--- config.mk ---
export PLATFORM = sky130hd
export DESIGN_NAME = mod_mul
export DESIGN_NICKNAME = d
export VERILOG_FILES = /design/src/rtl/mod_mul_pkg.sv /design/src/rtl/mod_mul_step.sv /design/src/rtl/mod_mul.sv
export SDC_FILE = /design/constraint.sdc
export NUM_CORES = 1
export LEC_CHECK = 0
export CORE_UTILIZATION = 40
export DETAILED_ROUTE_END_ITERATION = 12
export GPL_TIMING_DRIVEN = 0
export PLACE_DENSITY_LB_ADDON = 0.05
export RECOVER_POWER = 50
export SLEW_MARGIN = 20
export SYNTH_ARGS = -nofsm -noshare
export SYNTH_HDL_FRONTEND = slang
export SYNTH_HIERARCHICAL = 1
export SYNTH_SLANG_ARGS = --single-unit
--- constraint.sdc ---
create_clock -name clk -period 8.21 [get_ports clk]
set_clock_uncertainty 0.1 [all_clocks]
set_input_delay 1.642 -clock clk [delete_from_list [all_inputs] [get_ports clk]]
set_output_delay 1.642 -clock clk [all_outputs]
set_load 0.02 [all_outputs]
--- src/rtl/mod_mul_pkg.sv ---
// rtl/mod_mul_pkg.sv - shared constants and FSM state encoding for the modular multiplier
package mod_mul_pkg;

  localparam int DEFAULT_WIDTH = 8;

  typedef enum logic {
    IDLE = 1'b0,
    CALC = 1'b1
  } state_t;

endpackage

--- src/rtl/mod_mul_step.sv ---
// rtl/mod_mul_step.sv - one interleaved iteration: acc = 2*acc + (bit ? a : 0), then up to two conditional subtracts of n
module mod_mul_step import mod_mul_pkg::*; #(
  parameter int WIDTH = DEFAULT_WIDTH
) (
  input  logic [WIDTH+1:0] acc,
  input  logic [WIDTH-1:0] a,
  input  logic [WIDTH-1:0] modulus,
  input  logic             b_bit,
  output logic [WIDTH+1:0] acc_next
);

  logic [WIDTH+1:0] n_ext;
  logic [WIDTH+1:0] sum;
  logic [WIDTH+1:0] sub1;
  logic [WIDTH+1:0] red1;
  logic [WIDTH+1:0] sub2;

  assign n_ext = {2'b00, modulus};
  assign sum   = (acc << 1) + (b_bit ? {2'b00, a} : '0);

  // Both differences are always formed and a mux picks the result, so the
  // logic exercised each cycle does not depend on operand values.
  assign sub1     = sum - n_ext;
  assign red1     = (sum >= n_ext) ? sub1 : sum;
  assign sub2     = red1 - n_ext;
  assign acc_next = (red1 >= n_ext) ? sub2 : red1;

endmodule

--- src/rtl/mod_mul.sv ---
// rtl/mod_mul.sv - constant-time (a*b) mod n, one multiplier bit per cycle, MSB first
// Optional operand range check enabled by defining MOD_MUL_OPERAND_CHECK_EN.
module mod_mul import mod_mul_pkg::*; #(
  parameter int WIDTH = DEFAULT_WIDTH
) (
  input  logic             clk,
  input  logic             rst,
  input  logic             start,
  input  logic [WIDTH-1:0] a,
  input  logic [WIDTH-1:0] b,
  input  logic [WIDTH-1:0] modulus,
  output logic [WIDTH-1:0] product,
  output logic             busy,
  output logic             finish,
  output logic             err
);

  localparam int CW = $clog2(WIDTH);
  localparam logic [CW-1:0] LAST = CW'(WIDTH - 1);

  state_t           state;
  state_t           state_next;
  logic [CW-1:0]    cnt;
  logic [WIDTH+1:0] acc;
  logic [WIDTH+1:0] acc_next;
  logic [WIDTH-1:0] a_r;
  logic [WIDTH-1:0] b_r;
  logic [WIDTH-1:0] n_r;
  logic             accept;
  logic             last_iter;

  mod_mul_step #(.WIDTH(WIDTH)) u_step (
    .acc      (acc),
    .a        (a_r),
    .modulus  (n_r),
    .b_bit    (b_r[LAST - cnt]),
    .acc_next (acc_next)
  );

  always_ff @(posedge clk) begin
    if (rst) state <= IDLE;
    else     state <= state_next;
  end

  always_comb begin
    state_next = state;
    accept     = 1'b0;
    last_iter  = 1'b0;
    case (state)
      IDLE: begin
        if (start) begin
          accept     = 1'b1;
          state_next = CALC;
        end
      end
      CALC: begin
        if (cnt == LAST) begin
          last_iter  = 1'b1;
          state_next = IDLE;
        end
      end
      default: state_next = IDLE;
    endcase
  end

  assign busy = (state == CALC);

  always_ff @(posedge clk) begin
    if (rst) begin
      cnt     <= '0;
      acc     <= '0;
      a_r     <= '0;
      b_r     <= '0;
      n_r     <= '0;
      product <= '0;
      finish  <= 1'b0;
    end else begin
      finish <= 1'b0;
      if (accept) begin
        a_r <= a;
        b_r <= b;
        n_r <= modulus;
        acc <= '0;
        cnt <= '0;
      end else if (busy) begin
        acc <= acc_next;
        cnt <= last_iter ? '0 : cnt + 1'b1;
        if (last_iter) begin
          product <= acc_next[WIDTH-1:0];
          finish  <= 1'b1;
        end
      end
    end
  end

`ifdef MOD_MUL_OPERAND_CHECK_EN
  logic range_err;
  logic err_r;

  assign range_err = (a_r >= n_r) || (b_r >= n_r) || (n_r == '0);

  always_ff @(posedge clk) begin
    if (rst)            err_r <= 1'b0;
    else if (last_iter) err_r <= range_err;
  end

  assign err = err_r;
`else
  assign err = 1'b0;
`endif

endmodule

### Word-level counts from Yosys, hierarchy flattened

Index checks and enable logic that the tools add are counted.
Widths: inputs -> output; s select.

* register bits: 46

* muxes and demuxes: 13
* bitwise operators: 2
* add/subtract/negate cells: 5
* equal/unequal tests: 1
* magnitude comparators: 3
* reductions and logical operators: 3

Operators by type and width (number)
* $ge 10x8->1: 2
* $add 10x8->10: 1
* $mux 10: 1
* $sub 10x8->10: 1
* $mux 9: 1
* $sub 9x8->9: 1
* $mux 8: 1
* $mux 1: 7
* $lt 3x4->1 const B: 1
* $add 3x1->3 const B: 1
* $bmux 1 s3: 1
* $eq 3x3->1 const B: 1
* $mux 3: 1
* $reduce_and 3->1: 1
* $reduce_or 3->1: 1
* $sub 3x3->3 const A: 1
* $not 1->1: 2
* $pmux 1 s2: 1
* $reduce_or 2->1: 1

### Longest topological paths before layout

Gate-level depths: netlist of run 1.

* depth in word-level cells: 9
* mapped depth: 30
* gate-level depth less buffers: 29

### Modules after synthesis

The synthesis of run 1 kept the hierarchy.

Modules (own cells, without submodules)
* mod_mul: area each 1750.4 µm², instances 1, cells an instance 202
* mod_mul_step: area each 1332.5 µm², instances 1, cells an instance 176

### Worst setup path after synthesis of run 1

OpenSTA, ideal clock, no wires.

* path type: reg2reg
* start point: reg cnt[0]
* end point: reg acc[3]
* cell stages (with the launch flop): 28
* slack: 1.940 ns
* buffers on the path: 2
* required time: 7.993 ns
* period minus slack after synthesis: 6.270 ns
* arrival time: 6.052 ns
* cells stage by stage: dfxtp_1 mux4_1 mux2_4 and2_1 ha_1 fa_1 a21o_2 a211oi_1 nor2_1 ha_1 a21o_1 a21o_1 a21o_1 nor2_1 nand3b_1 clkbuf_1 o21ai_0 fa_1 nor2b_1 o21ai_0 a21oi_1 o21ai_0 a21oi_1 or4_4 buf_6 mux2_4 mux2i_1 nor2_1

* word-level cells in the longest chain between the ends: 9
* elaborated cells between the ends (all ways): 11
* those cells by class: add/sub: 4; order compare: 2; mux: 5

Ends and longest elaborated chain
* start: declaration: line mod_mul.sv:23 `logic [CW-1:0] cnt;`
* start signal: assignment: line mod_mul.sv:87 `cnt <= last_iter ? '0 : cnt + 1'b1;`
* $sub 3x3->3 (*): line mod_mul.sv:36 `.b_bit (b_r[LAST - cnt]),`
* $bmux 1 s3 (*): line mod_mul.sv:36
* $mux 1 (implied by the code) (*): line mod_mul.sv:36
* $mux 8 (*): line mod_mul_step.sv:19 `assign sum = (acc << 1) + (b_bit ? {2'b00, a} : '0);`
* $add 10x8->10 (*): line mod_mul_step.sv:19
* $sub 10x8->10 / $ge 10x8->1 (equally long branches): line mod_mul_step.sv:23, mod_mul_step.sv:24
* $mux 10 (*): line mod_mul_step.sv:24 `assign red1 = (sum >= n_ext) ? sub1 : sum;`
* $sub 9x8->9 / $ge 10x8->1 (equally long branches): line mod_mul_step.sv:25, mod_mul_step.sv:26
* $mux 9 (*): line mod_mul_step.sv:26 `assign acc_next = (red1 >= n_ext) ? sub2 : red1;`
* named net acc_next[3]: line mod_mul.sv:25 `logic [WIDTH+1:0] acc_next;`
* end signal: assignment: line mod_mul.sv:86 `acc <= acc_next;`
* end: declaration: line mod_mul.sv:24 `logic [WIDTH+1:0] acc;`

Mark *: on every way through the listed nets, which the timed path passes. The rest lies on a longest branch. The select of a mux whose other input is x is not followed.
A chain may end at the register's enable or synchronous reset.

### Worst setup path after layout of run 1

* start point: reg cnt[0]
* end point: reg acc[6]

Same word-level chain as after synthesis.

==> results of run 1 <==
[flip-flops by register name, indices dropped and copies added, names as in the netlist]
signal	count
acc	9
a_r	8
b_r	8
n_r	8
product	8
cnt	3
busy	1
finish	1
[per-stage QoR]
step                util, %  worst slack [ns]  cell area (um^2)  power [mW]  hold WS (ns)
floorplan                 -              1.96              3030        1.06         0.332
global placement       48.0              1.18              3500        1.23         0.341
detailed placement     48.0              1.17              3500        1.24         0.345
CTS                    49.6              1.11              3620        1.42         0.358
global route           49.5             0.609              3610        1.53         0.371
finish                 49.5              1.06              3610        1.41         0.357
[final timing paths]
kind	from	end
max reg2reg	cnt[0]	acc[6]
max	cnt[0]	acc[6]
min	b_r[1]	b_r[1]
min reg2reg	b_r[1]	b_r[1]
[where the power goes]
group	switching (mW)	internal, mW	total (mW)	leakage, nW
Sequential	0.0120	0.241	0.253	0.375
Combinational	0.486	0.491	0.977	1.06
Clock	0.0836	0.0928	0.176	0.0563
[final cells by class]
cell class / count / area share (%)
multi-input cells: 294 / 54.4
flip-flops and latches: 46 / 25.5
repair buffers: 35 / 9.71
well taps: 99 / 3.43
plain buffers: 18 / 2.36
clock buffers: 5 / 1.91
clock inverters: 3 / 1.35
inverters: 13 / 1.35
[critical path: cells and delay by family (launching register included)]
family          cells  cell delay [ns]
simple gates       10             1.59
xor+xnor            1             0.11
buf+inv             2             0.50
fa+ha+maj           4             1.33
flops               1             0.45
mux                 4             1.34
compound gates      8             1.63
[cells in the final DEF (no fill, tap or decap), drive strengths merged, types with 7 or more instances in the layout]
cell type / n
dfxtp: 46
a21oi: 46
mux2i: 12
and2: 8
inv: 14
xnor2: 11
mux2: 11
ha: 25
o21ai: 10
clkdlybuf4s50: 34
nand2: 68
nor2b: 9
clkbuf: 18
nor2: 37
nand3: 8
a21o: 8
o21a: 7
[routing by layer]
layer	track usage (%)	vias to the layer above	wire [um]
met5	0	-	0
met4	4.76	0	78
met3	2.49	6	173
met2	29.8	45	3030
met1	25.1	1123	3380
li1	-	1350	-
==> metrics.csv, run 1 <==
stage,metric,value,unit
timing,rsz0062_at_grt,no,
place,placed_cells,505,
grt,overflow,0,
clock_network,h-tree-depth,2,
timing,setup_viol,0,
floorplan,dieArea,0.00792,mm^2
routing,viasPerCell,4.92,
place,dp.final_hpwl,5470,um
clock_network,postCtsSetupBuffers,0,
critical_path,cpPeakStageDelay,0.58,ns
power,ir_worst_vdd,0.195,mV
floorplan,fp.coreArea,0.00729,mm^2
critical_path,cp_common_cell,nor2_1,
timing,fin_crit,7.15,ns
routing,drt_iter0_drc,62,
cells_and_area,n_antenna_cell,0,
grt,grt_pass1_wl,10900,um
grt,grt_pass1_vias,2306,
cells_and_area,drive_above_1_share,7.25,%
cells_and_area,syn2layout_area_growth,19.3,%
floorplan,num_rows,31,
yosys,synth.yosys.warnings,6,
power,power_density,389,mW/mm^2
timing,tns,0,ns
routing,drt_first_pass_iters,4,
grt,antenna_found_initial,0,
clock_network,cts_resized,0,
clock_network,clock_sinks,46,
grt,grt_max_degree,17,
critical_path,required,8.30,ns
clock_network,clk_latency,0.30,ns
critical_path,worst_path_max_delay_cell,mux4_1,
cells_and_area,seqCellArea,921,um^2
critical_path,cp_max_fo,10,
clock_network,cts_made_buffers,5,
critical_path,worst-setup-path-type,reg2reg,
yosys,syn_inst,371,
critical_path,reg2reg_depth,29,
clock_network,clock_path_buffers,2,
critical_path,worstPathArrival,7.24,ns
run,drv_cap,0,
floorplan,die_x,89.0,um
yosys,synth_nets,426,
yosys,synth_area_per_cell,8.15,um^2
routing,drc,0,
routing,wl_per_cell,13.0,um
routing,routed_wl,6660,um
timing,finalHoldViolCount,0,
critical_path,critPathLaunchType,flop,
critical_path,end_kind,flop,
floorplan,io-pin-count,38,
min_path,hold_path.class,reg2reg,
timing,period_share,87.1,%
clock_network,cts_root_buffer,clkbuf_8,
cells_and_area,multi_input_area,0.00196,mm^2
place,place.gp.congestion,0.800,
routing,final_antenna_net_count,0,
timing,maxSlewViolCount,0,
routing,vias,2524,
min_path,whs_path_depth,2,
grt,track_usage,18.1,%
yosys,syn_area,0.00303,mm^2
clock_network,cts.clk_slew.worst_paths,0.10,ns
place,numPortBuffers,35,
outcome,status,finished clean,
critical_path,regToRegSetupSlack,1.06,ns
timing,timing.fmax,140,MHz
clock_network,ctsHoldBuffers,0,
cells_and_area,nNetsFinal,468,
floorplan,die-height,89.0,um
cells_and_area,fillers,785,
timing,tightest_slew,0.570,ns
cells_and_area,final_cells,513,
timing,max_slew_margin,62.0,%
floorplan,initial_utilization,41.5,%
power,p_leak,1.49,nW
clock_network,cts_tree,yes,
Power figures use the tool's default switching activity.
==> run 2: changes to the inputs <==
Settings changed: SETUP_SLACK_MARGIN set to 0.02.
==> results of run 2 <==
No change in the layout: final DEF, timing and power equal those of run 1.
==> run 3: changes to the inputs <==
Settings changed: DONT_BUFFER_PORTS set to 1.
==> run 3 against run 2 <==
Against the previous run:
- maximum frequency up 0.50%
- cell area down 11%
- clock power down 22%
- count of clock-buffer cells in the layout up 1
- largest cell class unchanged
- combinational power down 0.7%
- sequential power about the same
- routed wire length up 0.12%
- highest routed layer unchanged
- register-to-register slack better by 0.04 ns
- hold slack about the same
- first-iteration DRC count down 9.7%
==> metrics.csv, run 3 (synthesis gave the netlist of run 1 again) <==
stage,metric,value,unit,change
floorplan,die-height,89.0,um,unchanged
power,clkPwrFrac,10.1,%,was 12.6%
clock_network,clock_path_buffers,2,,unchanged
place,numPortBuffers,0,,was 35
routing,drt_first_pass_iters,4,,unchanged
grt,grt_pass1_vias,2230,,was 2306
critical_path,worstPathArrival,7.21,ns,was 7.24 ns
clock_network,h-tree-depth,2,,unchanged
critical_path,cp_common_cell,nor2_1,,unchanged
cells_and_area,syn2layout_area_growth,6.78,%,was 19.3%
floorplan,die_x,89.0,um,unchanged
grt,overflow,0,,unchanged
critical_path,reg2reg_depth,29,,unchanged
critical_path,cpPeakStageDelay,0.58,ns,about the same
cells_and_area,largest_reg_flops,9,,unchanged
timing,period_share,86.7,%,was 87.1%
grt,antenna_found_initial,0,,unchanged
min_path,whs_path_depth,2,,unchanged
timing,max_slew_margin,64.1,%,was 62.0%
power,ir_worst_vdd,0.187,mV,was 0.195 mV
routing,vias,2435,,was 2524
timing,tightest_slew,0.539,ns,was 0.570 ns
clock_network,clk_latency,0.30,ns,about the same
routing,drc,0,,unchanged
power,finalPower,1.36,mW,was 1.41 mW
critical_path,worst-setup-path-type,reg2reg,,unchanged
critical_path,required,8.30,ns,about the same
grt,track_usage,18.1,%,about the same
power,power_density,421,mW/mm^2,was 389 mW/mm^2
critical_path,end_kind,flop,,unchanged
routing,routed_wl,6670,um,was 6660 um
power,p_switching,0.578,mW,was 0.581 mW
clock_network,clock_sinks,46,,unchanged
floorplan,fp.coreArea,0.00729,mm^2,unchanged
floorplan,io-pin-count,38,,unchanged
critical_path,cp_max_fo,10,,unchanged
place,place.gp.congestion,0.801,,was 0.800
grt,grt_pass1_wl,10700,um,was 10900 um
cells_and_area,drive_above_1_share,8.18,%,was 7.25%
routing,final_antenna_net_count,0,,unchanged
clock_network,cts_resized,0,,unchanged
grt,grt_max_degree,15,,was 17
outcome,status,finished clean,,unchanged
floorplan,num_rows,31,,unchanged
timing,fin_crit,7.12,ns,was 7.15 ns
timing,setup_viol,0,,unchanged
power,internal_power,0.782,mW,was 0.824 mW
cells_and_area,n_antenna_cell,0,,unchanged
cells_and_area,layout_common_cells,"68 x nand2_1, 46 x a21oi_1, 46 x dfxtp_1",,unchanged
power,switching_share,42.5,%,was 41.4%
timing,finalHoldViolCount,0,,unchanged
critical_path,worst_path_max_delay_cell,mux4_1,,unchanged
place,dp.final_hpwl,5490,um,was 5470 um
power,seqPwrFrac,18.6,%,was 18.0%
cells_and_area,nNetsFinal,433,,was 468
timing,timing.fmax,141,MHz,was 140 MHz
cells_and_area,final_common_cell,nand2_1,,unchanged
routing,drt_iter0_drc,56,,was 62
clock_network,cts_root_buffer,clkbuf_8,,unchanged
clock_network,cts.clk_slew.worst_paths,0.09,ns,was 0.10 ns
timing,tns,0,ns,unchanged
min_path,hold_path.class,reg2reg,,unchanged
timing,rsz0062_at_grt,no,,unchanged
clock_network,cts_tree,yes,,unchanged
clock_network,postCtsSetupBuffers,0,,unchanged
floorplan,initial_utilization,41.5,%,unchanged
run,drv_cap,0,,unchanged
routing,wl_per_cell,14.0,um,was 13.0 um
power,p_leak,1.35,nW,was 1.49 nW
floorplan,dieArea,0.00792,mm^2,unchanged
routing,viasPerCell,5.09,,was 4.92
clock_network,ctsHoldBuffers,0,,unchanged
power,power_frac_comb,71.3,%,was 69.5%
clock_network,cts_made_buffers,5,,unchanged
cells_and_area,top_register,acc,,unchanged
critical_path,critPathLaunchType,flop,,unchanged
timing,maxSlewViolCount,0,,unchanged
## run 3: layout make-up
| cell class | instances | area (um^2) |
|---|---|---|
| buffer | 18 | 87.6 |
| clock buffer | 6 | 72.6 |
| clock inverter | 2 | 13.8 |
| fill | 823 | 4060 |
| inverter | 13 | 48.8 |
| multi-input combinational | 294 | 1960 |
| sequential | 46 | 921 |
| tap | 99 | 124 |
## run 3: power groups by stage
stage / Sequential (mW) / Clock (mW) / Combinational (mW)
2_1_floorplan: 0.255 / 0 / 0.800
4_1_cts: 0.253 / 0.144 / 0.981
3_5_place_dp: 0.259 / 0 / 0.977
6_report: 0.253 / 0.138 / 0.970
5_1_grt: 0.255 / 0.152 / 1.08
3_3_place_gp: 0.258 / 0 / 0.969
## run 3: critical path: cells and delay by family, from the launching register on
kind	cells	cell delay (ns)
simple gates	10	1.59
compound gates	8	1.58
mux	4	1.34
fa+ha+maj	4	1.31
buf+inv	2	0.52
flops	1	0.46
xor+xnor	1	0.11
## run 3: path summary, 6_finish.rpt
path / startpoint / endpoint / slack (ns)
worst max register to register: cnt[0] / acc[2] / 1.09
worst min-delay path: b_r[6] / b_r[6] / 0.36
worst max-delay path: cnt[0] / acc[2] / 1.09
worst min register to register: b_r[6] / b_r[6] / 0.36
## run 3: routing by layer
layer	share of wire [%]	global-route usage [%]	wire length, um	up-vias
li1	-	-	-	1279
met2	46	29.1	3040	42
met3	4.3	3.05	288	5
met4	0.88	4.33	59	0
met5	0	0	0	-
met1	49	25.3	3280	1109
## run 3: stage by stage
step           cell area [um^2]  cells  hold WS [ns]  worst slack [ns]  util (%)
5_1_grt                    3230    478         0.376             0.486      44.3
6_report                   3230    478         0.357              1.09      44.3
3_3_place_gp               3150    470         0.341              1.16      43.2
4_1_cts                    3240    478         0.359              1.07      44.4
3_5_place_dp               3150    470         0.345              1.12      43.2
2_1_floorplan              3030    371         0.332              1.96         -
